--- src/rtl/melody_sequencer.sv ---
`default_nettype none
// ============================================================================
// Module   : melody_sequencer
// Brief    : Plays a run-time programmable (pitch, duration) score RAM in order,
//            with one-shot/loop modes, rests, stop and a programmable tick.
// Revision : 1.0 - initial release
// ============================================================================
module melody_sequencer #(
    parameter int PITCH_W = 9,
    parameter int DUR_W   = 13,
    parameter int ADDR_W  = 5,
    parameter int TICK_W  = 11
) (
    input  logic               clk,
    input  logic               reset,
    input  logic [TICK_W-1:0]  tick_maxval,
    input  logic               wr_en,
    input  logic [ADDR_W-1:0]  wr_addr,
    input  logic [PITCH_W-1:0] wr_pitch,
    input  logic [DUR_W-1:0]   wr_dur,
    input  logic [ADDR_W-1:0]  last_idx,
    input  logic               loop_en,
    input  logic               start,
    input  logic               stop,
    output logic [PITCH_W-1:0] pitch_o,
    output logic               note_valid,
    output logic               note_start,
    output logic               busy,
    output logic               done
);

    localparam int c_DEPTH  = 1 << ADDR_W;
    localparam int c_WORD_W = PITCH_W + DUR_W;

    localparam logic [1:0] c_S_IDLE  = 2'd0;
    localparam logic [1:0] c_S_FETCH = 2'd1;
    localparam logic [1:0] c_S_LOAD  = 2'd2;
    localparam logic [1:0] c_S_PLAY  = 2'd3;

    logic [c_WORD_W-1:0] r_mem [0:c_DEPTH-1];
    logic [c_WORD_W-1:0] r_rd_data;
    logic [1:0]          r_state;
    logic [ADDR_W-1:0]   r_idx;
    logic [DUR_W-1:0]    r_dur;
    logic [DUR_W-1:0]    r_dur_ctr;
    logic [TICK_W-1:0]   r_tick_ctr;

    logic [PITCH_W-1:0]  w_rd_pitch;
    logic [DUR_W-1:0]    w_rd_dur;
    logic [DUR_W-1:0]    w_dur_eff;
    logic                w_tick;
    logic                w_last_tick;

    assign w_rd_pitch  = r_rd_data[c_WORD_W-1:DUR_W];
    assign w_rd_dur    = r_rd_data[DUR_W-1:0];
    assign w_dur_eff   = (r_dur == '0) ? DUR_W'(1) : r_dur;
    assign w_tick      = (r_tick_ctr == tick_maxval);
    assign w_last_tick = (r_dur_ctr == (w_dur_eff - 1'b1));
    assign busy        = (r_state != c_S_IDLE);

    // Score RAM: read-before-write, so a same-address collision returns old data.
    always_ff @(posedge clk) begin
        if (wr_en) begin
            r_mem[wr_addr] <= {wr_pitch, wr_dur};
        end
        r_rd_data <= r_mem[r_idx];
    end

    always_ff @(posedge clk) begin
        if (reset) begin
            r_state    <= c_S_IDLE;
            r_idx      <= '0;
            r_dur      <= '0;
            r_dur_ctr  <= '0;
            r_tick_ctr <= '0;
            pitch_o    <= '0;
            note_valid <= 1'b0;
            note_start <= 1'b0;
            done       <= 1'b0;
        end else begin
            note_start <= 1'b0;
            done       <= 1'b0;
            if (stop && (r_state != c_S_IDLE)) begin
                r_state    <= c_S_IDLE;
                r_idx      <= '0;
                r_dur_ctr  <= '0;
                r_tick_ctr <= '0;
                pitch_o    <= '0;
                note_valid <= 1'b0;
            end else begin
                case (r_state)
                    c_S_IDLE: begin
                        if (start && !stop) begin
                            r_state <= c_S_FETCH;
                            r_idx   <= '0;
                        end
                    end
                    c_S_FETCH: begin
                        r_state <= c_S_LOAD;
                    end
                    c_S_LOAD: begin
                        r_dur      <= w_rd_dur;
                        r_dur_ctr  <= '0;
                        r_tick_ctr <= '0;
                        pitch_o    <= w_rd_pitch;
                        note_valid <= (w_rd_pitch != '0);
                        note_start <= 1'b1;
                        r_state    <= c_S_PLAY;
                    end
                    default: begin
                        if (w_tick) begin
                            r_tick_ctr <= '0;
                            if (w_last_tick) begin
                                r_dur_ctr <= '0;
                                // pitch_o/note_valid are left untouched so the DAC holds through the gap
                                if (r_idx != last_idx) begin
                                    r_idx   <= r_idx + 1'b1;
                                    r_state <= c_S_FETCH;
                                end else if (loop_en) begin
                                    r_idx   <= '0;
                                    r_state <= c_S_FETCH;
                                end else begin
                                    r_state    <= c_S_IDLE;
                                    done       <= 1'b1;
                                    pitch_o    <= '0;
                                    note_valid <= 1'b0;
                                end
                            end else begin
                                r_dur_ctr <= r_dur_ctr + 1'b1;
                            end
                        end else begin
                            r_tick_ctr <= r_tick_ctr + 1'b1;
                        end
                    end
                endcase
            end
        end
    end

endmodule
`default_nettype wire

--- config.mk ---
export PLATFORM = sky130hd
export DESIGN_NAME = melody_sequencer
export DESIGN_NICKNAME = d
export VERILOG_FILES = /design/src/rtl/melody_sequencer.sv
export SDC_FILE = /design/constraint.sdc
export NUM_CORES = 1
export LEC_CHECK = 0
export CORE_MARGIN = 2
export CORE_UTILIZATION = 62
export DETAILED_ROUTE_END_ITERATION = 10
export GPL_TIMING_DRIVEN = 0
export PLACE_DENSITY = 0.86
export SYNTH_ARGS = -nofsm -noshare
export SYNTH_HDL_FRONTEND = slang
export SYNTH_SLANG_ARGS = --single-unit
--- constraint.sdc ---
create_clock -name clk -period 4.2 [get_ports clk]
set_input_delay 0.63 -clock clk [delete_from_list [all_inputs] [get_ports clk]]
set_output_delay 0.63 -clock clk [all_outputs]
set_load 0.005 [all_outputs]
## Word-level counts from Yosys, hierarchy flattened

Memory sizes are Yosys's and may differ from the RTL's. A register that Yosys moved wholly into a read port is not among the register bits.
Cells that the tools add are included.
Widths: inputs -> output; s select.

- Logic and storage cells: 82
- Memories: 1
- Output and inout bits: 13
- Bits in registers: 56
- Input port bits: 49
- Bits in writable memories: 704

Memory list:

| name | depth | width | read ports | clocked after memory_dff | write ports | RTL line | source |
|---|---|---|---|---|---|---|---|
| r_mem | 32 | 22 | 1 | 1 | 1 | 40 | `logic [c_WORD_W-1:0] r_mem [0:c_DEPTH-1];` |

- Eq/ne operators: 8
- Reduce and logical (&&, ||, !) cells: 23
- $add $sub $neg: 4
- Multiplexer cells: 32
- Bitwise gates (word level): 5

Operators with widths:

| operator | number |
|---|---|
| $mux 13 | 3 |
| $mux 9 | 4 |
| $pmux 13 s2 | 1 |
| $mux 5 | 5 |
| $pmux 11 s2 | 1 |
| $pmux 9 s2 | 1 |
| $add 13x1->13 const B | 1 |
| $eq 13x13->1 | 1 |
| $logic_not 13->1 | 1 |
| $sub 13x1->13 const B | 1 |
| $add 11x1->11 const B | 1 |
| $eq 11x11->1 | 1 |
| $mux 11 | 1 |
| $mux 1 | 10 |
| $pmux 5 s2 | 1 |
| $reduce_and 5->1 | 2 |
| $reduce_bool 2->1 | 5 |
| $reduce_bool 9->1 | 1 |
| $reduce_bool 4->1 | 2 |
| $reduce_or 8->1 | 1 |
| $mux 2 | 3 |
| $pmux 2 s3 | 1 |
| $reduce_or 2->1 | 3 |
| $add 5x1->5 const B | 1 |
| 13 further kinds | 20 |

## Depth between registers and ports, before layout

Gate-level depths: netlist of the first run.

- Depth after elaboration: 7
- Mapped depth: 13
- Depth with buffers taken out: 12

## Least setup slack after synthesis of the first run

OpenSTA, ideal clock, no wires.

- Path kind: flip-flop to flip-flop
- From: register r_dur[4]
- To: register note_valid
- Setup time: 117 ps
- Required time: 4083 ps
- Arrival: 3163 ps
- Buffers on the path: 1
- Cell stages (with the launch flop): 14
- Period minus slack after synthesis: 3279 ps
- Path slack: 921 ps
- Cell sequence: dfxtp_1 > buf_6 > or4_1 > nor4_2 > nor2_1 > ha_1 > nor3b_1 > a211o_1 > nand4_1 > o2111ai_1 > nor4_4 > and2_4 > o31ai_4 > a22o_1

- Longest elaborated chain between the ends: 6

Ends and longest elaborated chain:

| element | RTL line | source |
|---|---|---|
| start: declaration | 44 | `logic [DUR_W-1:0] r_dur;` |
| start signal: assignment | 102 | `r_dur <= w_rd_dur;` |
| $logic_not 13->1 | 56 | `assign w_dur_eff = (r_dur == '0) ? DUR_W'(1) : r_dur;` |
| $mux 13 (*) | 56 |  |
| $sub 13x1->13 (*) | 58 | `assign w_last_tick = (r_dur_ctr == (w_dur_eff - 1'b1));` |
| $eq 13x13->1 (*) | 58 |  |
| $reduce_bool 2->1 (no source line) (*) | -- |  |
| $reduce_and 5->1 (no source line) (*) | -- |  |
| end signal: assignment | 106 | `note_valid <= (w_rd_pitch != '0);` |
| end: declaration | 26 | `output logic note_valid,` |

Mark *: on every way between the ends. The rest lies on a longest branch, timed or not.
A chain may end at the register's enable or synchronous reset.

## Final worst setup path of the first run

- From: register r_dur[4]
- To: register r_idx[4]

- Longest elaborated chain between the ends: 6

Ends and longest elaborated chain:

| element | RTL line | source |
|---|---|---|
| $logic_not 13->1 | 56 |  |
| $mux 13 (*) | 56 |  |
| $sub 13x1->13 (*) | 58 |  |
| $eq 13x13->1 (*) | 58 |  |
| $reduce_bool 2->1 (no source line) (*) | -- |  |
| $reduce_and 5->1 (no source line) (*) | -- |  |
| end signal: assignment | 117 | `r_idx <= r_idx + 1'b1;` |
| end: declaration | 43 | `logic [ADDR_W-1:0] r_idx;` |

Marked as above.

==> results.sh, run 1 <==
export IMPL_drc=0
export IMPL_clk_pin_slew_ns=0.06
export IMPL_synthTopCellsByArea="edfxtp_1 70%, mux4_2 16%, dfxtp_1 5.2%"
export IMPL_fin_tns_setup_ns=0
export IMPL_cp_required_ns=4.72
export IMPL_critical_path_class="reg -> reg"
export IMPL_total_power_mw=16.3
export IMPL_worstSetupEndpointType="register"
export IMPL_syn2layout_area_growth_pct=13.5
export IMPL_row_count=80
export IMPL_grt_max_degree=33
export IMPL_period_share_pct=93.4
export IMPL_syn_num_nets=1490
export IMPL_cts_resized=0
export IMPL_nNetsFinal=1644
export IMPL_setup_violations_final=0
export IMPL_cp_start_kind="register"
export IMPL_die_height_um=225
export IMPL_critPathBufInv=2
export IMPL_ant_nets=0
export IMPL_yosysSeqAreaShare_pct=75.0
export IMPL_coreArea_sq_um=47900
export IMPL_worst_pin_slew_ns=1.33
export IMPL_crit_arrival_ns=4.44
export IMPL_vias=16097
export IMPL_clockBufferDepth=3
export IMPL_drive_above_1_share_pct=24.9
export IMPL_cts_tree="built"
export IMPL_p_leak_nw=10.4
export IMPL_cts_setup_buffers=0
export IMPL_grt_usage_pct=32.3
export IMPL_fin_crit_ns=3.92
export IMPL_drt_first_iter_violations=2667
export IMPL_hold_buffers=0
export IMPL_grt_overflow=0
export IMPL_clk_latency_ns=0.63
export IMPL_yosysWarnings=0
export IMPL_p_sw_mw=3.71
export IMPL_dp_hpwl_mm=43.4
export IMPL_fmax_mhz=255
export IMPL_clkPwrFrac_pct=40.0
export IMPL_status="completed"
export IMPL_synth_top_area_share_pct=69.8
export IMPL_synth_main_ff_cell="edfxtp_1"
export IMPL_slew_headroom_pct=11.0
export IMPL_slowest_delay_ns=0.63
export IMPL_seq_power_share_pct=53.0
export IMPL_synth_cells=1433
export IMPL_ir_drop_uv=393
export IMPL_drv_slew=0
export IMPL_syn_area_sq_um=30300
export IMPL_routedWlPerCell_um=34.9
export IMPL_hp_class="in -> reg"
export IMPL_yosysTopAreaCell="edfxtp_1"
export IMPL_ios=62
export IMPL_post_synth_top_count_cell="edfxtp_1"
export IMPL_hold_viol_final=0
export IMPL_path_max_fanout=8
export IMPL_numCtsBuffers=75
export IMPL_grt_pass1_wl_mm=113
export IMPL_crit_family="simple AND/OR/NAND/NOR gates"
export IMPL_grt_pass1_vias=16334
export IMPL_clock_sinks=782
export IMPL_synth_seq_cells=782
export IMPL_final_util_pct=71.7
export IMPL_synth_commonest_cells="704 x edfxtp_1, 220 x mux4_2, 78 x dfxtp_1, 73 x nor2_1, 47 x nand2_1"
export IMPL_synth_edf_count=704
export IMPL_routabilityCongestion=0.874
export IMPL_io_buffer_count=60
export IMPL_internal_power_mw=12.6
export IMPL_die_area_sq_um=50600
export IMPL_path_cells="buf_6 -> or4_1 -> nor4_2 -> nor2_1 -> ha_1 -> nor3b_1 -> a211o_1 -> nand4_1 -> o2111ai_1 -> nor4_4 -> buf_4 -> a41oi_2 -> o21bai_1 -> a21o_1"
export IMPL_synth_area_per_cell_sq_um=21.1
export IMPL_htreeDepth=3
export IMPL_start_util_pct=63.2
export IMPL_async_flop_share_pct=0
export IMPL_drv_cap=0
export IMPL_drt_pass1_iterations=6
export IMPL_wl_mm=79.0
export IMPL_root_buffer="clkbuf_16"
export IMPL_via_per_inst=7.11
export IMPL_p_comb_share_pct=7.1
export IMPL_antenna_found_initial=1
export IMPL_netSwitchingFraction_pct=22.7
export IMPL_die_x_um=225
export IMPL_ys_types=61
export IMPL_p_per_area_nw_per_um2=475
export IMPL_whs_ns=0.384
export IMPL_slowest_stage="or4_1"
export IMPL_clock_skew_ns=0.0294
## placed cells by master (no fill, tap or decap), types with 9 or more instances in the layout
cell type        netlist  layout
clkdlybuf4s50_1        0      60
mux2_2                25      25
edfxtp_1             704     704
mux4_2               220     220
clkinv_1               0      11
xor2_1                18      18
nor2_2                 0      12
xnor2_1               27      27
dfxtp_1               78      78
buf_8                  0      12
nand4_1               14      14
buf_1                 22      22
clkbuf_16              0      76
nand2_1               47      47
a22o_1                11      11
nor2_4                 0      20
clkbuf_1              45      71
a21oi_1               20      20
nor3_1                10       9
o21ai_0               11      11
nand3_1               13      13
nor2_1                73      41
## power by group through the flow
stage          Combinational, mW  Sequential, mW  Clock [mW]
2_1_floorplan              0.676            8.78           0
3_3_place_gp               0.963            8.80           0
3_5_place_dp                1.04            8.81           0
4_1_cts                     1.06            8.65        6.54
5_1_grt                     1.24            8.66        6.79
6_report                    1.15            8.65        6.53
## registers in the layout (all words and copies together) (netlist names), 2 cells and up
register,flops
pitch_o,9
r_tick_ctr,11
r_state,2
r_mem,704
r_rd_data,22
r_dur,13
r_idx,5
r_dur_ctr,13
## worst register-to-register path: stages, from the launching register on
cell and delay [ns]:
dfxtp_1 0.31, buf_6 0.13, or4_1 0.63, nor4_2 0.44, nor2_1 0.08, ha_1 0.22, nor3b_1 0.19, a211o_1 0.34
nand4_1 0.10, o2111ai_1 0.20, nor4_4 0.28, buf_4 0.20, a41oi_2 0.28, o21bai_1 0.27, a21o_1 0.18
## metal layers
metal	vias up	share of wire (%)	track usage (%)
met2	1351	50	53.4
met4	0	5.7	16.0
met3	281	10	6.79
met5	-	0	0
met1	8216	34	41.3
li1	6249	-	-
## final timing paths
path / from / endpoint / depth (start not counted) / slack, ns
worst max-delay path: r_dur[4] / r_idx[4] / 14 / 0.28
worst min-delay path: reset / r_dur[1] / 2 / 0.38
worst max register to register: r_dur[4] / r_idx[4] / 14 / 0.28
worst min register to register: r_rd_data[6] / r_dur[6] / 2 / 0.44
## cell type report
type | instances | area, sq um
Tap cell | 615 | 769
Sequential cell | 782 | 22700
Buffer | 70 | 273
Clock buffer | 108 | 2080
Timing Repair Buffer | 77 | 818
Multi-Input combinational cell | 573 | 7470
Inverter | 8 | 30.0
Fill cell | 2494 | 13600
Antenna cell | 3 | 7.51
Clock inverter | 27 | 223
## kinds of logic (layout without fill, tap and decap cells)
| group | Yosys count | in the layout | synth area share, % |
|---|---|---|---|
| compound gates | 73 | 73 | 1.78 |
| xor+xnor | 46 | 46 | 1.38 |
| fa+ha+maj | 8 | 8 | 0.331 |
| buf+inv | 78 | 290 | 1.00 |
| flops | 782 | 782 | 75.0 |
| mux | 246 | 246 | 17.3 |
| other cells | 0 | 3 | 0 |
| simple gates | 200 | 200 | 3.23 |
## metrics by stage
stage,cells,area (sq um),setup WS [ns]
after detailed placement,2121,32000,0.161
after floorplan,1433,30300,0.921
after global placement,2108,31700,-0.00765
after CTS,2256,34300,0.00648
after global routing,2261,34400,-0.00426
final,2263,34400,0.278
Power figures use the tool's default switching activity.
==> run 2, diff against run 1 <==
--- a/config.mk
+++ b/config.mk
@@ -6,10 +6,12 @@
 export NUM_CORES = 1
 export LEC_CHECK = 0
 export CORE_MARGIN = 2
-export CORE_UTILIZATION = 62
+export CORE_UTILIZATION = 63
 export DETAILED_ROUTE_END_ITERATION = 10
+export DONT_BUFFER_PORTS = 1
 export GPL_TIMING_DRIVEN = 0
 export PLACE_DENSITY = 0.86
+export SKIP_CTS_REPAIR_TIMING = 1
 export SYNTH_ARGS = -nofsm -noshare
 export SYNTH_HDL_FRONTEND = slang
 export SYNTH_SLANG_ARGS = --single-unit
==> results.sh, run 2 (synthesized netlist as in run 1, its figures left out) <==
export IMPL_cts_tree="built"
export IMPL_die_area_sq_um=49800
export IMPL_routabilityCongestion=0.863
export IMPL_top_register="r_mem"
export IMPL_final_common_cell="edfxtp_1"
export IMPL_timing_rr_start="r_dur[8]"
export IMPL_setup_violations_final=0
export IMPL_ant_nets=0
export IMPL_setup_ws_ns=0.244
export IMPL_dp_hpwl_mm=42.9
export IMPL_fin_crit_ns=3.96
export IMPL_r2r_end="pitch_o[8]"
export IMPL_crit_path_frequent_cell="nor4_4"
export IMPL_drive_above_1_share_pct=26.9
export IMPL_crit_family="compound AO/OA/AOI/OAI gates"
export IMPL_critPathBufInv=2
export IMPL_cp_start_kind="register"
export IMPL_drv_cap=0
export IMPL_ir_drop_uv=388
export IMPL_detailedPlace_worstSlack_ns=0.158
export IMPL_final_cell_mix="704 x edfxtp_1, 220 x mux4_2, 78 x dfxtp_1"
export IMPL_total_power_mw=16.2
export IMPL_worstSetupEndpointType="register"
export IMPL_vias=15563
export IMPL_r2r_setup_slack_ns=0.24
export IMPL_nNetsFinal=1578
export IMPL_reg_largest_list="r_mem: 704 flops, r_rd_data: 22 flops"
export IMPL_clock_sinks=782
export IMPL_die_height_um=223
export IMPL_whs_endpoint="r_mem[22][19]"
export IMPL_grt_usage_pct=31.8
export IMPL_cp_required_ns=4.77
export IMPL_coreArea_sq_um=47500
export IMPL_grt_pass1_vias=15966
export IMPL_ios=62
export IMPL_antenna_found_initial=0
export IMPL_path_max_fanout=10
export IMPL_diodes=0
export IMPL_clk_pin_slew_ns=0.07
export IMPL_wl_mm=76.8
export IMPL_multi_input_area_sq_um=7490
export IMPL_period_share_pct=94.2
export IMPL_rr_worst_depth=14
export IMPL_path_cells="clkbuf_1 -> or4_1 -> nor4_4 -> nor2_1 -> ha_1 -> or3b_2 -> o311ai_0 -> nand4_1 -> o2111ai_1 -> nor4_4 -> buf_4 -> and2_4 -> o31ai_4 -> a22o_1"
export IMPL_clockBufferDepth=3
export IMPL_largest_reg_flops=704
export IMPL_grt_pass1_wl_mm=110
export IMPL_via_per_inst=7.08
export IMPL_final_util_pct=71.1
export IMPL_ff_latch_area_sq_um=22700
export IMPL_routedWlPerCell_um=35.0
export IMPL_fmax_mhz=253
export IMPL_slowest_stage="o31ai_4"
export IMPL_fin_tns_setup_ns=0
export IMPL_stdcell_count=2197
export IMPL_die_x_um=223
export IMPL_numCtsBuffers=75
export IMPL_htreeDepth=3
export IMPL_drt_first_iter_violations=2210
export IMPL_drc=0
export IMPL_min_path_cells=0
export IMPL_start_util_pct=63.7
export IMPL_grt_max_degree=33
export IMPL_p_per_area_nw_per_um2=479
export IMPL_hold_viol_final=0
export IMPL_crit_arrival_ns=4.52
export IMPL_root_buffer="clkbuf_16"
export IMPL_min_from="wr_pitch[6]"
export IMPL_critical_path_class="reg -> reg"
export IMPL_clk_latency_ns=0.64
export IMPL_syn2layout_area_growth_pct=11.5
export IMPL_p_leak_nw=10.2
export IMPL_worst_pin_slew_ns=1.32
export IMPL_dp_cells=2056
export IMPL_grt_overflow=0
export IMPL_slowest_delay_ns=0.67
export IMPL_clock_skew_ns=0.0244
export IMPL_drv_slew=0
export IMPL_fillCellCount=2554
export IMPL_row_count=80
export IMPL_status="completed"
export IMPL_io_buffer_count=0
export IMPL_hp_class="in -> reg"
export IMPL_drt_pass1_iterations=8
export IMPL_slew_headroom_pct=12.0
export IMPL_rsz0062_at_grt="no"
[run 2: cell count changes in the layout (fill, tap and decap cells not counted), sizes merged]
cell,previous run,this run
clkdlybuf4s50,60,0
inv,11,12
clkbuf,153,133
clkinv,21,40
clkinvlp,1,4
buf,42,36
diode,3,0
[run 2: report_power, final]
part / total (mW) / internal (mW) / switching (mW)
sequential: 8.64 / 8.58 / 0.0593
clock: 6.56 / 3.56 / 3.00
combinational: 0.976 / 0.394 / 0.582
[run 2: layout make-up]
type	count	area share [%]
timing repair buffer	11	0.533
buffer	70	0.807
clock inverter	50	0.993
sequential	782	67.2
tap	615	2.28
multi-input combinational	573	22.2
inverter	8	0.0889
clock buffer	88	5.91
[run 2: worst max path at each step]
stage | from | end | slack (ns) | depth (start not counted)
after global routing | r_dur[8] | pitch_o[8] | 0.03 | 14
after CTS | r_dur[8] | r_idx[4] | 0.06 | 13
after detailed placement | r_dur[8] | r_idx[4] | 0.16 | 13
final | r_dur[8] | pitch_o[8] | 0.24 | 14
after global placement | r_dur[8] | r_idx[4] | 0.43 | 13
after floorplan | r_dur[4] | note_valid | 0.92 | 13
[run 2: stage by stage]
step | hold slack [ns] | cell area [sq um]
finish | 0.0899 | 33800
floorplan | 0.417 | 30300
global placement | 0.424 | 31100
CTS | 0.0685 | 33800
detailed placement | 0.430 | 31400
global route | 0.0792 | 33800
[run 2: metal layers]
metal	global-route usage, %	routed length (um)	vias up
met5	0	0	-
met1	39.3	25600	8023
met3	8.19	8580	236
met2	53.2	38800	1173
met4	14.9	3850	0
li1	-	-	6131
[run 2: worst reg2reg max path: stages, from the launching register on]
cell and delay, ns:
dfxtp_1 0.32, clkbuf_1 0.35, or4_1 0.26, nor4_4 0.07, nor2_1 0.10, ha_1 0.20
or3b_2 0.53, o311ai_0 0.32, nand4_1 0.14, o2111ai_1 0.18, nor4_4 0.08, buf_4 0.18
and2_4 0.18, o31ai_4 0.67, a22o_1 0.31
==> run 3, diff against run 2 <==
--- a/config.mk
+++ b/config.mk
@@ -5,7 +5,7 @@
 export SDC_FILE = /design/constraint.sdc
 export NUM_CORES = 1
 export LEC_CHECK = 0
-export CORE_MARGIN = 2
+export CORE_MARGIN = 10
 export CORE_UTILIZATION = 63
 export DETAILED_ROUTE_END_ITERATION = 10
 export DONT_BUFFER_PORTS = 1
==> results.sh, run 3 (synthesized netlist as in run 1, its figures left out) <==
export IMPL_fin_tns_setup_ns=0
export IMPL_total_power_mw=16.3
export IMPL_drive_above_1_share_pct=26.6
export IMPL_path_max_fanout=10
export IMPL_dp_cells=2065
export IMPL_antenna_found_initial=0
export IMPL_final_cell_mix="704 x edfxtp_1, 220 x mux4_2, 78 x dfxtp_1"
export IMPL_start_util_pct=63.6
export IMPL_top_register="r_mem"
export IMPL_routedWlPerCell_um=35.5
export IMPL_diodes=0
export IMPL_wl_mm=78.4
export IMPL_ant_nets=0
export IMPL_die_height_um=239
export IMPL_min_path_cells=0
export IMPL_rsz0062_at_grt="no"
export IMPL_clock_skew_ns=0.0366
export IMPL_clock_sinks=782
export IMPL_clk_pin_slew_ns=0.07
export IMPL_root_buffer="clkbuf_16"
export IMPL_p_per_area_nw_per_um2=480
export IMPL_grt_overflow=0
export IMPL_dp_hpwl_mm=44.6
export IMPL_drv_slew=0
export IMPL_nNetsFinal=1586
export IMPL_coreArea_sq_um=47600
export IMPL_grt_max_degree=33
export IMPL_status="completed"
export IMPL_worstSetupEndpointType="register"
export IMPL_rr_worst_depth=6
export IMPL_largest_reg_flops=704
export IMPL_hold_viol_final=0
export IMPL_worst_pin_slew_ns=1.31
export IMPL_io_buffer_count=0
export IMPL_grt_pass1_vias=16230
export IMPL_via_per_inst=7.20
export IMPL_die_area_sq_um=57200
export IMPL_r2r_setup_slack_ns=0.07
export IMPL_fmax_mhz=242
export IMPL_clk_latency_ns=0.64
export IMPL_routabilityCongestion=0.853
export IMPL_drc=0
export IMPL_final_common_cell="edfxtp_1"
export IMPL_grt_usage_pct=28.0
export IMPL_critical_path_class="reg -> reg"
export IMPL_vias=15871
export IMPL_ios=62
export IMPL_stdcell_count=2205
export IMPL_cp_start_kind="register"
export IMPL_cts_tree="built"
export IMPL_drt_first_iter_violations=2351
export IMPL_numCtsBuffers=77
export IMPL_period_share_pct=98.2
export IMPL_reg_largest_list="r_mem: 704 flops, r_rd_data: 22 flops"
export IMPL_drv_cap=0
export IMPL_drt_pass1_iterations=5
export IMPL_grt_pass1_wl_mm=114
export IMPL_cp_required_ns=4.70
export IMPL_hp_class="in -> reg"
export IMPL_htreeDepth=3
export IMPL_syn2layout_area_growth_pct=12.1
export IMPL_fin_crit_ns=4.13
export IMPL_slew_headroom_pct=12.5
export IMPL_clockBufferDepth=3
export IMPL_die_x_um=239
export IMPL_row_count=80
export IMPL_setup_violations_final=0
export IMPL_p_leak_nw=10.2
export IMPL_crit_arrival_ns=4.62
export IMPL_ir_drop_uv=437
[run 3: layout make-up]
type | count | area (sq um)
Buffer | 70 | 279
Sequential cell | 782 | 22700
Timing Repair Buffer | 17 | 293
Fill cell | 2577 | 13700
Multi-Input combinational cell | 573 | 7440
Clock buffer | 94 | 2000
Clock inverter | 46 | 427
Tap cell | 615 | 769
Inverter | 8 | 30.0
[run 3: critical path, stage by stage, from the launching register on]
cell and delay (ns):
dfxtp_1 0.34, clkbuf_1 0.68, clkbuf_1 0.48, buf_1 0.99
mux4_2 0.63, mux4_2 0.55, mux2_2 0.30
[run 3: report_power, final]
group | internal (mW) | switching (mW) | leakage [nW]
Combinational | 0.333 | 0.562 | 2.08
Clock | 3.74 | 3.01 | 1.18
Sequential | 8.58 | 0.0585 | 6.98
Total | 12.7 | 3.63 | 10.2
[run 3: worst paths after layout]
path                                     end          from
worst max register to register  r_rd_data[7]      r_idx[0]
worst max-delay path            r_rd_data[7]      r_idx[0]
worst min-delay path            r_mem[1][20]   wr_pitch[7]
worst min register to register      r_dur[5]  r_rd_data[5]
[run 3: stage by stage]
step | util, % | instance area [sq um] | hold slack (ns) | worst slack (ns)
floorplan | - | 30300 | 0.417 | 0.921
global placement | 65.2 | 31100 | 0.426 | 0.347
detailed placement | 66.1 | 31500 | 0.426 | 0.186
CTS | 71.2 | 33900 | 0.0538 | 0.126
global route | 71.2 | 33900 | 0.0630 | 0.00234
finish | 71.2 | 33900 | 0.0766 | 0.0742
[run 3: layer usage]
layer / wire, um / vias to the layer above / track usage, %
met2: 38300 / 1314 / 44.8
met4: 4630 / 0 / 14.5
met5: 0 / - / 0
met1: 26600 / 8128 / 35.0
li1: - / 6147 / -
met3: 8790 / 282 / 7.64
